[config.mk]
export PLATFORM = sky130hd
export DESIGN_NAME = sobel_edge_filter
export DESIGN_NICKNAME = d
export VERILOG_FILES = /design/src/rtl/sobel_edge_filter_pkg.sv /design/src/rtl/sobel_line_buffer.sv /design/src/rtl/sobel_edge_filter.sv
export SDC_FILE = /design/constraint.sdc
export NUM_CORES = 2
export LEC_CHECK = 0
export CORE_MARGIN = 1.5
export CORE_UTILIZATION = 35
export DETAILED_ROUTE_END_ITERATION = 10
export HOLD_SLACK_MARGIN = 0.05
export SLEW_MARGIN = 20
export SYNTH_ARGS = -nofsm -noshare
export SYNTH_HDL_FRONTEND = slang
export SYNTH_MEMORY_MAX_BITS = 65536
export SYNTH_SLANG_ARGS = --single-unit
[constraint.sdc]
create_clock -name clk_i -period 14.2 [get_ports clk_i]
set_input_delay 1.42 -clock clk_i [delete_from_list [all_inputs] [get_ports clk_i]]
set_output_delay 1.42 -clock clk_i [all_outputs]
set_load 0.01 [all_outputs]
[src/rtl/sobel_edge_filter_pkg.sv]
`default_nettype none
// ============================================================================
// Module      : sobel_edge_filter_pkg
// Description : Shared constants, FSM state encoding and small arithmetic
//               helpers for the Sobel edge filter.
// Revision    : 1.0 - initial release
// ============================================================================
package sobel_edge_filter_pkg;

    // Pixel and arithmetic widths
    localparam int PIX_W   = 8;
    localparam int PIX_MAX = 255;
    localparam int GRAD_W  = 11;   // signed gradient, range [-1020, 1020]
    localparam int MAG_W   = 12;   // |Gx| + |Gy|, max 2040

    // Frame-sequencing FSM encoding
    localparam int STATE_W = 2;
    localparam logic [STATE_W-1:0] c_ST_IDLE  = 2'd0;
    localparam logic [STATE_W-1:0] c_ST_RUN   = 2'd1;
    localparam logic [STATE_W-1:0] c_ST_FLUSH = 2'd2;
    localparam logic [STATE_W-1:0] c_ST_DONE  = 2'd3;

    // a + 2*b + c for one Sobel column/row tap set; max 1020 so it never
    // touches the sign bit of a GRAD_W-wide result.
    function automatic logic [GRAD_W-1:0] weighted_sum(
        input logic [PIX_W-1:0] a,
        input logic [PIX_W-1:0] b,
        input logic [PIX_W-1:0] c
    );
        return GRAD_W'(a) + GRAD_W'({b, 1'b0}) + GRAD_W'(c);
    endfunction

    // Absolute value of a two's-complement gradient held in a plain vector.
    // The operand never reaches -1024, so the result always fits.
    function automatic logic [GRAD_W-1:0] abs_grad(input logic [GRAD_W-1:0] g);
        return g[GRAD_W-1] ? (~g + 1'b1) : g;
    endfunction

endpackage
`default_nettype wire

[src/rtl/sobel_line_buffer.sv]
`default_nettype none
// ============================================================================
// Module      : sobel_line_buffer
// Description : One image row of pixel storage. Combinational read of the
//               addressed location and synchronous write to that same
//               location, so a read in the write cycle returns the old value
//               (read-before-write).
// Ports       : clk       - clock, write on rising edge
//               i_wr_en   - write enable
//               i_addr    - read/write address (pixel column)
//               i_wr_data - data to store
//               o_rd_data - current contents of i_addr
// Revision    : 1.0 - initial release
// ============================================================================
module sobel_line_buffer #(
    parameter int DEPTH  = 256,
    parameter int WIDTH  = 8,
    parameter int ADDR_W = 8
) (
    input  logic              clk,
    input  logic              i_wr_en,
    input  logic [ADDR_W-1:0] i_addr,
    input  logic [WIDTH-1:0]  i_wr_data,
    output logic [WIDTH-1:0]  o_rd_data
);

    // Contents are never reset; every location is rewritten by a frame
    // before the window ever consumes it.
    logic [WIDTH-1:0] r_mem [0:DEPTH-1];

    always_ff @(posedge clk) begin
        if (i_wr_en) begin
            r_mem[i_addr] <= i_wr_data;
        end
    end

    assign o_rd_data = r_mem[i_addr];

endmodule
`default_nettype wire

[src/rtl/sobel_edge_filter.sv]
`default_nettype none
// ============================================================================
// Module      : sobel_edge_filter
// Description : 3x3 Sobel edge filter on a raster-order 8-bit gray stream.
//               Two line buffers plus a 3x3 window feed a two-stage
//               arithmetic pipeline (|Gx|,|Gy| then magnitude/threshold).
//               A small FSM frames each image: IDLE, RUN, FLUSH, DONE.
// Ports       : clk_i       - clock, rising edge
//               rst_i       - synchronous active-high reset
//               start_i     - one-cycle pulse, starts or restarts a frame
//               valid_i     - GrayColor_i carries a pixel this cycle
//               GrayColor_i - gray pixel, unsigned
//               valid_o     - EdgeColor_o valid this cycle
//               EdgeColor_o - edge magnitude (or binary edge map)
//               done_o      - one-cycle pulse after the frame's last output
// Revision    : 1.0 - initial release
// ============================================================================
module sobel_edge_filter
    import sobel_edge_filter_pkg::*;
#(
    parameter int IMG_W  = 256,
    parameter int IMG_H  = 256,
    parameter int THRESH = 0
) (
    input  logic             clk_i,
    input  logic             rst_i,
    input  logic             start_i,
    input  logic             valid_i,
    input  logic [PIX_W-1:0] GrayColor_i,
    output logic             valid_o,
    output logic [PIX_W-1:0] EdgeColor_o,
    output logic             done_o
);

    localparam int COL_W = (IMG_W > 1) ? $clog2(IMG_W) : 1;
    localparam int ROW_W = (IMG_H > 1) ? $clog2(IMG_H) : 1;

    localparam logic [COL_W-1:0] c_COL_LAST = COL_W'(IMG_W - 1);
    localparam logic [ROW_W-1:0] c_ROW_LAST = ROW_W'(IMG_H - 1);
    localparam logic [COL_W-1:0] c_COL_TWO  = COL_W'(2);
    localparam logic [ROW_W-1:0] c_ROW_TWO  = ROW_W'(2);
    localparam logic [31:0]      c_THRESH   = 32'(THRESH);
    localparam bit               c_BINARY   = (THRESH != 0);
    localparam logic [MAG_W-1:0] c_MAG_SAT  = MAG_W'(PIX_MAX);

    // ------------------------------------------------------------------
    // Control signals
    // ------------------------------------------------------------------
    logic [STATE_W-1:0] r_state;
    logic [STATE_W-1:0] w_state_next;
    logic               r_flush_cnt;
    logic [COL_W-1:0]   r_col;
    logic [ROW_W-1:0]   r_row;

    logic w_start;      // start that actually takes effect (not in DONE)
    logic w_accept;     // pixel consumed this cycle
    logic w_col_last;
    logic w_last_pix;   // final pixel of the frame consumed
    logic w_produce;    // accepted pixel completes an interior window

    // start_i is ignored in DONE; everywhere else it (re)starts a frame.
    assign w_start    = start_i && (r_state != c_ST_DONE);
    // A pixel arriving alongside start_i belongs to no frame.
    assign w_accept   = (r_state == c_ST_RUN) && valid_i && !start_i;
    assign w_col_last = (r_col == c_COL_LAST);
    assign w_last_pix = w_accept && w_col_last && (r_row == c_ROW_LAST);
    assign w_produce  = w_accept && (r_row >= c_ROW_TWO) && (r_col >= c_COL_TWO);

    // ------------------------------------------------------------------
    // Frame FSM
    // ------------------------------------------------------------------
    always_ff @(posedge clk_i) begin
        if (rst_i) begin
            r_state     <= c_ST_IDLE;
            r_flush_cnt <= 1'b0;
        end else begin
            r_state <= w_state_next;
            if (r_state == c_ST_FLUSH) begin
                r_flush_cnt <= r_flush_cnt + 1'b1;
            end else begin
                r_flush_cnt <= 1'b0;
            end
        end
    end

    always_comb begin
        w_state_next = r_state;
        case (r_state)
            c_ST_IDLE: begin
                if (start_i) begin
                    w_state_next = c_ST_RUN;
                end
            end
            c_ST_RUN: begin
                if (start_i) begin
                    w_state_next = c_ST_RUN;
                end else if (w_last_pix) begin
                    w_state_next = c_ST_FLUSH;
                end
            end
            c_ST_FLUSH: begin
                // Two cycles let the last window pass both arithmetic stages.
                if (start_i) begin
                    w_state_next = c_ST_RUN;
                end else if (r_flush_cnt) begin
                    w_state_next = c_ST_DONE;
                end
            end
            c_ST_DONE: begin
                w_state_next = c_ST_IDLE;
            end
            default: begin
                w_state_next = c_ST_IDLE;
            end
        endcase
    end

    // ------------------------------------------------------------------
    // Column / row counters: advance only on accepted pixels
    // ------------------------------------------------------------------
    always_ff @(posedge clk_i) begin
        if (rst_i || w_start) begin
            r_col <= '0;
            r_row <= '0;
        end else if (w_accept) begin
            if (w_col_last) begin
                r_col <= '0;
                r_row <= (r_row == c_ROW_LAST) ? '0 : r_row + 1'b1;
            end else begin
                r_col <= r_col + 1'b1;
            end
        end
    end

    // ------------------------------------------------------------------
    // Line buffers: A holds row r-1, B holds row r-2 at each column.
    // On accept the new pixel goes into A and A's old value moves to B.
    // ------------------------------------------------------------------
    logic [PIX_W-1:0] w_buf_a_rd;
    logic [PIX_W-1:0] w_buf_b_rd;

    sobel_line_buffer #(
        .DEPTH  (IMG_W),
        .WIDTH  (PIX_W),
        .ADDR_W (COL_W)
    ) u_buf_a (
        .clk       (clk_i),
        .i_wr_en   (w_accept),
        .i_addr    (r_col),
        .i_wr_data (GrayColor_i),
        .o_rd_data (w_buf_a_rd)
    );

    sobel_line_buffer #(
        .DEPTH  (IMG_W),
        .WIDTH  (PIX_W),
        .ADDR_W (COL_W)
    ) u_buf_b (
        .clk       (clk_i),
        .i_wr_en   (w_accept),
        .i_addr    (r_col),
        .i_wr_data (w_buf_a_rd),
        .o_rd_data (w_buf_b_rd)
    );

    // ------------------------------------------------------------------
    // 3x3 window, r_win[row][col], row 0 = top, col 2 = newest column
    // ------------------------------------------------------------------
    logic [PIX_W-1:0] r_win [0:2][0:2];
    logic             r_win_v;

    always_ff @(posedge clk_i) begin
        if (w_accept) begin
            for (int r = 0; r < 3; r++) begin
                r_win[r][0] <= r_win[r][1];
                r_win[r][1] <= r_win[r][2];
            end
            r_win[0][2] <= w_buf_b_rd;
            r_win[1][2] <= w_buf_a_rd;
            r_win[2][2] <= GrayColor_i;
        end
    end

    always_ff @(posedge clk_i) begin
        if (rst_i || w_start) begin
            r_win_v <= 1'b0;
        end else begin
            r_win_v <= w_produce;
        end
    end

    // ------------------------------------------------------------------
    // Stage 2: gradients. The differences are taken modulo 2^GRAD_W,
    // which is exact because each result lies in [-1020, 1020].
    // ------------------------------------------------------------------
    logic [GRAD_W-1:0] w_gx;
    logic [GRAD_W-1:0] w_gy;
    logic [GRAD_W-1:0] r_abs_gx;
    logic [GRAD_W-1:0] r_abs_gy;
    logic              r_grad_v;

    always_comb begin
        w_gx = weighted_sum(r_win[0][2], r_win[1][2], r_win[2][2])
             - weighted_sum(r_win[0][0], r_win[1][0], r_win[2][0]);
        w_gy = weighted_sum(r_win[2][0], r_win[2][1], r_win[2][2])
             - weighted_sum(r_win[0][0], r_win[0][1], r_win[0][2]);
    end

    always_ff @(posedge clk_i) begin
        if (rst_i) begin
            r_grad_v <= 1'b0;
            r_abs_gx <= '0;
            r_abs_gy <= '0;
        end else begin
            r_grad_v <= w_start ? 1'b0 : r_win_v;
            r_abs_gx <= abs_grad(w_gx);
            r_abs_gy <= abs_grad(w_gy);
        end
    end

    // ------------------------------------------------------------------
    // Stage 3: magnitude, then saturate or threshold
    // ------------------------------------------------------------------
    logic [MAG_W-1:0] w_mag;
    logic [PIX_W-1:0] w_edge;
    logic [PIX_W-1:0] r_edge;
    logic             r_out_v;
    logic             r_done;

    always_comb begin
        w_mag = MAG_W'(r_abs_gx) + MAG_W'(r_abs_gy);
        if (c_BINARY) begin
            w_edge = (32'(w_mag) >= c_THRESH) ? PIX_W'(PIX_MAX) : '0;
        end else begin
            w_edge = (w_mag > c_MAG_SAT) ? PIX_W'(PIX_MAX) : w_mag[PIX_W-1:0];
        end
    end

    always_ff @(posedge clk_i) begin
        if (rst_i) begin
            r_out_v <= 1'b0;
            r_edge  <= '0;
        end else begin
            r_out_v <= w_start ? 1'b0 : r_grad_v;
            // Data only moves with a live result, so it holds between outputs.
            if (r_grad_v && !w_start) begin
                r_edge <= w_edge;
            end
        end
    end

    // DONE is entered on the same edge as the final output; registering it
    // places the pulse one cycle after that output.
    always_ff @(posedge clk_i) begin
        if (rst_i) begin
            r_done <= 1'b0;
        end else begin
            r_done <= (r_state == c_ST_DONE);
        end
    end

    assign valid_o     = r_out_v;
    assign EdgeColor_o = r_edge;
    assign done_o      = r_done;

endmodule
`default_nettype wire

==> flow_summary.yaml <==
run_status:
  status: "finished, final reports clean"
global_routing:
  grt_max_degree: 186
  overflow: 0
  antenna_found_initial: 16
  grt_pass1_wl_microns: 607200
  grt_pass1_vias: 82420
  grt_usage: 0.1766
cts:
  post_cts_buffers: 0
  htreeDepth: 5
  cts_resized: 0
  clock_latency_ns: 1.02
  root_buffer: "clkbuf_16"
  cts-buffers-inserted: 430
  ctsHoldBuffers: 0
  path_clk_slew_ns: 0.06
  cts_sinks: 4229
  cts_tree: "built"
  clock_path_buffers: 4
floorplanning:
  start_util: 0.3508
  dieArea_sq_um: 471900
  num_rows: 251
  pin_count: 22
  core-area_sq_um: 466700
  die_h_microns: 686.9
  die_x_microns: 686.9
job:
  maxCapViolations: 0
power_and_ir_drop:
  p_total_mw: 25.49
  clkPwrFrac: 0.437
  p_switching_mw: 5.213
  p_seq_frac: 0.538
  p_sw_frac: 0.2045
  ir_drop_uv: 106.2
  p_per_area_nw_per_um2: 136.4
  internal_power_mw: 20.28
  p_leak_nw: 56.13
  comb_power_share: 0.025
layout:
  final_util: 0.4006
  num-fill-cells: 41045
  area_delta_synth_final_pct: 14.18
  fin_nets: 8349
  drive_gt1_frac: 0.2255
  regArea_sq_um: 126400
  multi_input_area_sq_um: 34810
place:
  io_buffers: 21
  place.gp.congestion: 0.8192
  dpl.hpwl_microns: 245100
routing:
  drc_errors: 0
  vias_per_cell: 5.515
  drtAntennaViolNets: 0
  drtPass1Iterations: 5
  first_iter_violations: 9742
  wl_microns: 427700
  wire_per_inst_microns: 28.90
  vias: 81612
timing:
  hold_viol_final: 0
  clock-skew-final_ns: 0.08321
  worst_slew_pin_slew_ns: 1.208
  period_share: 0.5217
  slew_headroom: 0.1887
  setup_tns_ns: 0
  max_freq_ghz: 0.1350
  rsz0062_at_grt: "no"
  setup_violations: 0
  slew_viol_final: 0
  min_period_ns: 7.409
logic_synthesis:
  synth.largest_area_cell: "edfxtp_1"
  synth_seq_cells: 4229
  synthFlopType: "edfxtp_1"
  syn_area_sq_um: 163700
  postSynthAreaPerCell_sq_um: 20.96
  syn_inst: 7811
  synth.most_common_cell: "edfxtp_1"
  yosysSeqAreaShare: 0.7719
  synthArstFlopShare: 0
  synthTopCellsByArea: "edfxtp_1 76%, mux4_2 11%, mux2i_1 2.9%"
  yosys-top-cells-count: "4168 x edfxtp_1, 782 x mux4_2, 475 x mux2i_1"
  ys_warn_count: 0
  syn_nets: 7929
  synth-edff-count: 4168
  synthDistinctLibCells: 67
  netlist.area_leader.share: 0.7645
setup_path:
  setup.worst_path.end: "u_buf_b.r_mem[242][7]"
  path_class: "reg -> reg"
  rrSetupSlack_ns: 6.79
  crit_path_max_fanout: 105
  start_kind: "register"
  worstPathArrival_ns: 8.03
  regToRegEndpoint: "u_buf_b.r_mem[242][7]"
  worst_r2r_path_depth: 12
  cp-end-kind: "register"
  cp_data_required_time_ns: 14.82
min_path:
  hold_start: "r_win[0][33]"
  hp-class: "reg -> reg"
metrics by stage:
step                      cell area (sq um)  instances  hold WS, ns  worst slack (ns)
after global routing                 186900      14789       0.4322             6.444
final                                186900      14799       0.4222             6.791
after floorplan                      163700       7811       0.4003            0.6038
after global placement               172700      13990       0.4016             6.801
after detailed placement             172900      13994       0.4126             6.484
after CTS                            186700      14785       0.4271             6.451
layer usage:
layer	global-route usage	wire length, microns	share of wire
met1	0.2467	176800	0.41
met5	0	28	0.000065
met3	0.02899	34410	0.080
met4	0.05373	13330	0.031
met2	0.2847	203100	0.47
critical path: stages (launching register included):
cell     delay (ns)
dfxtp_4        0.66
buf_4          0.68
buf_4          0.77
buf_4          0.81
mux4_1         0.40
a22o_1         0.15
nor4_1         0.12
buf_4          0.20
or4_1          0.64
nor4_1         0.62
o31a_2         0.33
buf_4          0.63
buf_6          0.70
final cells by class:
class / instances / share of cell area
diodes: 11 / 0.0001473
clock buffers: 513 / 0.05967
clock inverters: 278 / 0.01446
inverters: 135 / 0.002717
multi-input cells: 3008 / 0.1862
flip-flops and latches: 4229 / 0.6761
well taps: 6198 / 0.04148
repair buffers: 427 / 0.01916
power groups by stage:
stage / combinational, mW / sequential [mW] / clock, mW
after floorplan: 0.406 / 14.0 / 0
after global routing: 0.714 / 13.7 / 11.8
after global placement: 0.625 / 14.0 / 0
after detailed placement: 0.647 / 14.0 / 0
final: 0.645 / 13.7 / 11.1
after CTS: 0.650 / 13.7 / 11.3
logic make-up (layout without fill, tap and decap cells):
kind of cell,Yosys count,count (layout),share of synthesized area
DFF,4229,4229,0.7719
other,0,11,0
muxes,1273,1273,0.1384
xor gates and xnor gates,33,33,0.001765
and+or+nand+nor,730,730,0.02162
buffers and inverters,574,1353,0.01836
AOI/OAI and AO/OA,866,866,0.03688
adders and majority gates,106,106,0.01099
how the worst min path moves through the flow:
stage	endpoint	depth (start not counted)
after CTS	r_win[0][47]	0
final	r_win[0][41]	0
after detailed placement	r_win[0][45]	0
after global placement	r_win[0][46]	0
after global routing	r_win[0][41]	0
after floorplan	r_win[0][40]	0
cell usage in the layout (no fill, tap or decap), types with 83 or more instances in the layout:
| cell | n |
|---|---|
| o22ai_1 | 272 |
| clkbuf_16 | 432 |
| a22oi_1 | 152 |
| clkinv_1 | 104 |
| mux2i_1 | 475 |
| a21oi_1 | 126 |
| a22o_1 | 122 |
| inv_1 | 133 |
| buf_4 | 381 |
| nor2_1 | 278 |
| mux4_2 | 782 |
| nor3_1 | 87 |
| clkinv_2 | 83 |
| edfxtp_1 | 4168 |
sequential cells by signal, summed over array words and instances (netlist names), named ones only:
name           flops
u_buf_a.r_mem   2048
u_buf_b.r_mem   2048
r_win             72
r_abs_gx          11
r_abs_gy          11
EdgeColor_o        8
r_col              8
r_row              8
r_state            2
done_o             1
r_flush_cnt        1
r_grad_v           1
r_win_v            1
valid_o            1
No activity file was read; power rests on OpenSTA's default activity.
